### src/rtl/eth_tx_mmio_pkg.sv
// Shared types and default MMIO register offsets for the Ethernet TX MMIO initiator.
// The offsets match the ones used by ethernet_memory_map.
package eth_tx_mmio_pkg;

    typedef enum logic [2:0] {
        ST_IDLE      = 3'd0,
        ST_POLL      = 3'd1,
        ST_POLL_WAIT = 3'd2,
        ST_DATA      = 3'd3,
        ST_SIZE      = 3'd4,
        ST_SEND      = 3'd5,
        ST_DROP      = 3'd6
    } tx_state_e;

    localparam logic [13:0] TX_STATUS_ADDR_DEF = 14'h0808;
    localparam logic [13:0] TX_SEND_ADDR_DEF   = 14'h0810;
    localparam logic [13:0] TX_SIZE_ADDR_DEF   = 14'h0818;
    localparam logic [13:0] TX_BUF_BASE_DEF    = 14'h1000;

endpackage

### src/rtl/eth_tx_mmio_initiator.sv
// Drives the Ethernet controller MMIO slave port from a frame word stream:
// poll TX-ready, copy the frame into the TX buffer, write length, strobe send.
module eth_tx_mmio_initiator
    import eth_tx_mmio_pkg::*;
#(
    parameter int          data_width_p     = 32,
    parameter int          eth_mtu_p        = 2048,
    parameter logic [13:0] tx_status_addr_p = TX_STATUS_ADDR_DEF,
    parameter logic [13:0] tx_send_addr_p   = TX_SEND_ADDR_DEF,
    parameter logic [13:0] tx_size_addr_p   = TX_SIZE_ADDR_DEF,
    parameter logic [13:0] tx_buf_base_p    = TX_BUF_BASE_DEF
) (
    input  logic                                        clk_i,
    input  logic                                        reset_n_i,
    input  logic [data_width_p-1:0]                     s_data_i,
    input  logic [$clog2(data_width_p/8):0]             s_bytes_i,
    input  logic                                        s_last_i,
    input  logic                                        s_valid_i,
    output logic                                        s_ready_o,
    output logic [13:0]                                 addr_o,
    output logic                                        write_en_o,
    output logic                                        read_en_o,
    output logic [$clog2($clog2(data_width_p/8)+1)-1:0] op_size_o,
    output logic [data_width_p-1:0]                     write_data_o,
    input  logic [data_width_p-1:0]                     read_data_i,
    output logic                                        busy_o,
    output logic                                        sent_o,
    output logic                                        drop_o
);

    localparam int bpw_lp     = data_width_p / 8;
    localparam int lg_bpw_lp  = $clog2(bpw_lp);
    localparam int bytes_w_lp = lg_bpw_lp + 1;
    localparam int op_w_lp    = $clog2(lg_bpw_lp + 1);
    localparam int cnt_w_lp   = $clog2(eth_mtu_p + 1);
    localparam int sum_w_lp   = cnt_w_lp + 1;
    localparam int idx_w_lp   = 14 - lg_bpw_lp;

    tx_state_e               state_r, state_s;
    logic [cnt_w_lp-1:0]     byte_cnt_r, byte_cnt_s;
    logic [idx_w_lp-1:0]     word_idx_r, word_idx_s;
    logic                    ovf_r, ovf_s;

    logic                    wr_s, rd_s, sent_s, drop_s;
    logic [13:0]             addr_s;
    logic [data_width_p-1:0] wdata_s;

    logic [bytes_w_lp-1:0]   eff_bytes_s;
    logic [sum_w_lp-1:0]     sum_s;
    logic                    over_s;
    logic                    unused_rdata_s;

    // Only the ready bit of the status word matters.
    assign unused_rdata_s = ^read_data_i[data_width_p-1:1];

    // A non-final word is always treated as a full word, whatever s_bytes_i says.
    assign eff_bytes_s = s_last_i ? s_bytes_i : bytes_w_lp'(bpw_lp);
    assign sum_s       = {1'b0, byte_cnt_r} + sum_w_lp'(eff_bytes_s);
    assign over_s      = ovf_r || (sum_s > sum_w_lp'(eth_mtu_p));

    assign s_ready_o = (state_r == ST_DATA);
    assign busy_o    = (state_r != ST_IDLE);

    // Next-state, counter and next-bus-op decode.
    always_comb begin
        state_s    = state_r;
        byte_cnt_s = byte_cnt_r;
        word_idx_s = word_idx_r;
        ovf_s      = ovf_r;
        wr_s       = 1'b0;
        rd_s       = 1'b0;
        sent_s     = 1'b0;
        drop_s     = 1'b0;
        addr_s     = 14'h0000;
        wdata_s    = {data_width_p{1'b0}};
        case (state_r)
            // The status read is launched on entry so read data lands in POLL_WAIT.
            ST_IDLE: begin
                if (s_valid_i) begin
                    state_s = ST_POLL;
                    rd_s    = 1'b1;
                    addr_s  = tx_status_addr_p;
                end else begin
                    state_s = ST_IDLE;
                end
            end
            ST_POLL: begin
                state_s = ST_POLL_WAIT;
            end
            ST_POLL_WAIT: begin
                if (read_data_i[0]) begin
                    state_s    = ST_DATA;
                    byte_cnt_s = {cnt_w_lp{1'b0}};
                    word_idx_s = {idx_w_lp{1'b0}};
                    ovf_s      = 1'b0;
                end else begin
                    state_s = ST_POLL;
                    rd_s    = 1'b1;
                    addr_s  = tx_status_addr_p;
                end
            end
            ST_DATA: begin
                if (s_valid_i) begin
                    // Once oversize, keep draining but stop writing so the buffer never wraps.
                    if (!over_s) begin
                        wr_s       = 1'b1;
                        addr_s     = tx_buf_base_p + {word_idx_r, {lg_bpw_lp{1'b0}}};
                        wdata_s    = s_data_i;
                        byte_cnt_s = sum_s[cnt_w_lp-1:0];
                        word_idx_s = word_idx_r + idx_w_lp'(1);
                    end else begin
                        ovf_s = 1'b1;
                    end
                    if (s_last_i) begin
                        state_s = over_s ? ST_DROP : ST_SIZE;
                    end else begin
                        state_s = ST_DATA;
                    end
                end else begin
                    state_s = ST_DATA;
                end
            end
            ST_SIZE: begin
                state_s = ST_SEND;
                wr_s    = 1'b1;
                addr_s  = tx_size_addr_p;
                wdata_s = data_width_p'(byte_cnt_r);
            end
            ST_SEND: begin
                state_s = ST_IDLE;
                wr_s    = 1'b1;
                sent_s  = 1'b1;
                addr_s  = tx_send_addr_p;
                wdata_s = {{(data_width_p-1){1'b0}}, 1'b1};
            end
            ST_DROP: begin
                state_s = ST_IDLE;
                drop_s  = 1'b1;
            end
            default: begin
                state_s = ST_IDLE;
            end
        endcase
    end

    // FSM state and frame counters.
    always_ff @(posedge clk_i or negedge reset_n_i) begin
        if (!reset_n_i) begin
            state_r    <= ST_IDLE;
            byte_cnt_r <= {cnt_w_lp{1'b0}};
            word_idx_r <= {idx_w_lp{1'b0}};
            ovf_r      <= 1'b0;
        end else begin
            state_r    <= state_s;
            byte_cnt_r <= byte_cnt_s;
            word_idx_r <= word_idx_s;
            ovf_r      <= ovf_s;
        end
    end

    // Registered MMIO port and event pulses.
    always_ff @(posedge clk_i or negedge reset_n_i) begin
        if (!reset_n_i) begin
            addr_o       <= 14'h0000;
            write_en_o   <= 1'b0;
            read_en_o    <= 1'b0;
            op_size_o    <= {op_w_lp{1'b0}};
            write_data_o <= {data_width_p{1'b0}};
            sent_o       <= 1'b0;
            drop_o       <= 1'b0;
        end else begin
            addr_o       <= addr_s;
            write_en_o   <= wr_s;
            read_en_o    <= rd_s;
            op_size_o    <= (wr_s || rd_s) ? op_w_lp'(lg_bpw_lp) : {op_w_lp{1'b0}};
            write_data_o <= wdata_s;
            sent_o       <= sent_s;
            drop_o       <= drop_s;
        end
    end

endmodule

### config.mk
export PLATFORM = sky130hd
export DESIGN_NAME = eth_tx_mmio_initiator
export DESIGN_NICKNAME = d
export VERILOG_FILES = /design/src/rtl/eth_tx_mmio_pkg.sv /design/src/rtl/eth_tx_mmio_initiator.sv
export SDC_FILE = /design/constraint.sdc
export NUM_CORES = 1
export LEC_CHECK = 0
export CAP_MARGIN = 20
export CORE_MARGIN = 8
export CORE_UTILIZATION = 40
export CTS_CLUSTER_SIZE = 14
export DETAILED_ROUTE_END_ITERATION = 12
export GPL_ROUTABILITY_DRIVEN = 0
export PLACE_DENSITY = 0.78
export SLEW_MARGIN = 20
export SYNTH_ARGS = -nofsm -noshare
export SYNTH_HDL_FRONTEND = slang
export SYNTH_SLANG_ARGS = --single-unit
### constraint.sdc
create_clock -name clk_i -period 2.8 [get_ports clk_i]
set_input_delay 0.56 -clock clk_i [delete_from_list [all_inputs] [get_ports clk_i]]
set_output_delay 0.56 -clock clk_i [all_outputs]
set_load 0.05 [all_outputs]
==> reports/qor.csv, run 1 <==
metric,value,unit
Row Count,33,
flop2flop setup slack,-210,ps
Critical Path RT,3070,ps
H-tree depth,3,
Sink Count,77,
fill count,609,
final hold viol count,0,
Max Freq,0.330,GHz
Post-CTS Hold Fix Bufs,0,
I/O Buffers,90,
Pwr Total,4.52,mW
FF-to-FF Start,byte_cnt_r[0],
hpwl dp,6440,um
VDD IR max,350,uV
number of max-cap violations,0,
largest net degree at the start of global routing,78,
Seq cells post-synth,77,
initial core utilization,0.414,
vias in the first global route,2978,
final WL,10400,um
drt wl/cell,18.8,um
Ys Warns,0,
Setup TNS Final,-7840,ps
area of the multi-input gates,0.00175,mm2
combinational power share,0.491,
clock buffer depth,2,
Worst setup EP type,flop,
Synth Area per Inst,10.9,um2
Ports,125,
share of cells above drive strength 1,0.275,
Max Slew Vio Count,0,
Post-Syn Area,0.00342,mm2
Final WS setup,-234,ps
Final nets,519,
Internal,2.71,mW
"Top FF cell, synth",dfrtp_1,
Async SR Flop Fraction,1.00,
final number of setup-violating endpoints,67,
total track usage,0.160,
failing checks,negative setup slack,
switching power,1.81,mW
r2r endpoint,word_idx_r[10],
Worst Setup SP,s_last_i,
crit path DAT,3310,ps
# DRC,0,
first-pass GRT wire length,14900,um
Die ar.,0.0118,mm2
DR pass1 iterations,4,
Clock Power Share,0.184,
HP Class,input pin to async pin,
vias per inst,5.52,
Synth cell types,41,
initial drt markers,211,
startpoint types,input pin,
RSZ-0062 raised after global routing,true,
CTS tree,done,
clock skew,10.9,ps
setup slack at placement,-981,ps
clock slew at reported path FFs,70,ps
Worst-Skew Late Latency,350,ps
via count,3051,
initial antenna violation count,0,
post-route ant nets,0,
Tcrit/Tclk final,1.08,
worst slew pin tran,923,ps
"Seq/Total Area, Yosys",0.564,
status,finished with violations,
Slew headroom,0.385,
Mapped Cells,312,
leakage power,2.36,nW
total CTS buffers,9,
Sequential Area,0.00193,mm2
Tmin final,3030,ps
Ant. Diodes,0,
Die X-Extent,108,um
GRT Residual Overflow,0,
chip height,108,um
Net Sw Frac,0.400,
Post-synth EDFFs,0,
crit-path max FO,5,
Reg2Reg Depth,11,
root buffer cell,clkbuf_8,
area grow syn2layout,58.1,%
Layout Utilization,0.654,
critical path class,input pin to flop,
sequential power share,0.324,
Core ar.,0.00826,mm2
PwrDens,837,mW/mm2
==> cell usage after synthesis (3+ instances only) <==
master,count,area (um2)
dfrtp_1,77,1930
and2_1,29,181
a22o_1,19,166
nor2_1,18,67.6
nand2_1,16,60.1
a21oi_1,15,75.1
clkbuf_1,15,56.3
o21ai_0,12,60.1
or3_1,12,75.1
and3_1,8,50.1
xnor2_1,8,70.1
nand3_1,7,35.0
nor3_1,7,35.0
nand4_1,6,37.5
a21o_1,5,37.5
or4_1,5,37.5
a211oi_1,4,30.0
buf_4,4,30.0
ha_1,4,50.1
nand2b_1,4,25.0
o31ai_1,4,30.0
a31o_2,3,26.3
buf_2,3,15.0
nor3b_1,3,22.5
o211ai_1,3,22.5
==> cells in the final DEF (no fill, tap or decap), drive strengths merged, types with 4 or more instances in the layout <==
cell type	instances
and2	29
dfrtp	77
or4	6
clkdlybuf4s50	85
a211oi	5
o31ai	4
or3	12
nor3	7
buf	49
and3	8
a22o	19
a21oi	18
xnor2	8
nand2	16
nand2b	4
a21o	5
nor2	18
clkbuf	15
nand3	7
o21ai	12
nand4	6
ha	4
==> through the flow <==
step                      hold slack (ps)  cells  instance area [um2]
after floorplan                       264    314                 3520
after global placement                504    518                 4650
after detailed placement              510    518                 4650
after CTS                             379    543                 5030
after global routing                  430    553                 5400
final                                 353    553                 5400
==> power by group through the flow <==
stage / Combinational, mW / Clock (mW) / Sequential (mW)
after floorplan: 0.690 / 0 / 1.86
after global placement: 1.70 / 0 / 1.47
after detailed placement: 1.74 / 0 / 1.48
after CTS: 1.91 / 0.842 / 1.46
after global routing: 2.34 / 0.908 / 1.49
final: 2.22 / 0.832 / 1.47
==> state kept, by name, summed over array words and instances, names as in the netlist <==
| signal | cells |
|---|---|
| addr_o | 12 |
| byte_cnt_r | 12 |
| drop_o | 1 |
| op_size_o | 1 |
| ovf_r | 1 |
| read_en_o | 1 |
| sent_o | 1 |
| state_r | 3 |
| word_idx_r | 12 |
| write_data_o | 32 |
| write_en_o | 1 |
==> cells by family (layout without fill, tap and decap cells) <==
logic type | count (synthesis) | after routing | share of synthesized area
and+or+nand+nor | 118 | 118 | 0.191
AOI/OAI and AO/OA | 73 | 76 | 0.153
xor gates and xnor gates | 10 | 10 | 0.0256
other | 1 | 3 | 0.00110
DFF | 77 | 77 | 0.564
muxes | 3 | 3 | 0.00952
adders and majority gates | 5 | 5 | 0.0205
buffers and inverters | 25 | 156 | 0.0352
==> worst max path at each step <==
stage / to / depth (start not counted) / slack (ps)
floorplan: word_idx_r[4] / 11 / -220
global placement: op_size_o[1] / 11 / -890
detailed placement: op_size_o[1] / 11 / -980
CTS: word_idx_r[4] / 9 / -230
global route: word_idx_r[4] / 11 / -270
finish: word_idx_r[10] / 13 / -230
==> area by class of cell <==
type                       instances  share of cell area
sequential                        77               0.357
clock buffer                      12              0.0269
timing repair buffer             138               0.259
tap                              105              0.0243
clock inverter                     4             0.00880
inverter                           2             0.00139
multi-input combinational        215               0.323
==> per-layer routing <==
metal  vias to the layer above  wire [um]  track usage
li1                       1382          -            -
met1                      1497       3880        0.180
met4                         0        318       0.0831
met5                         -          0            0
met3                        28        922       0.0506
met2                       144       5300        0.269
==> critical path, stage by stage <==
cell and delay [ps]:
buf_8 100, and2_4 150, ha_4 160, fa_2 400, a21o_1 210, a21o_1 170
a311o_1 400, a211oi_4 290, buf_4 190, buf_6 110, a21oi_4 80, or3_1 360
a21oi_2 130
==> what timing repair did <==
action / in CTS / in global routing
cloned: 2 / 7
pin swaps: 27 / 21
endpoints found under the setup margin: 71 / 71
resized for setup: 39 / 46
setup buffers: 7 / 3
No activity file was read; power rests on OpenSTA's default activity.
==> run 2, diff against run 1 <==
--- a/config.mk
+++ b/config.mk
@@ -5,7 +5,7 @@
 export SDC_FILE = /design/constraint.sdc
 export NUM_CORES = 1
 export LEC_CHECK = 0
-export CAP_MARGIN = 20
+export CAP_MARGIN = 5
 export CORE_MARGIN = 8
 export CORE_UTILIZATION = 40
 export CTS_CLUSTER_SIZE = 14
==> results of run 2 <==
Same layout as run 1: the final DEF is identical, and so are final timing and power.
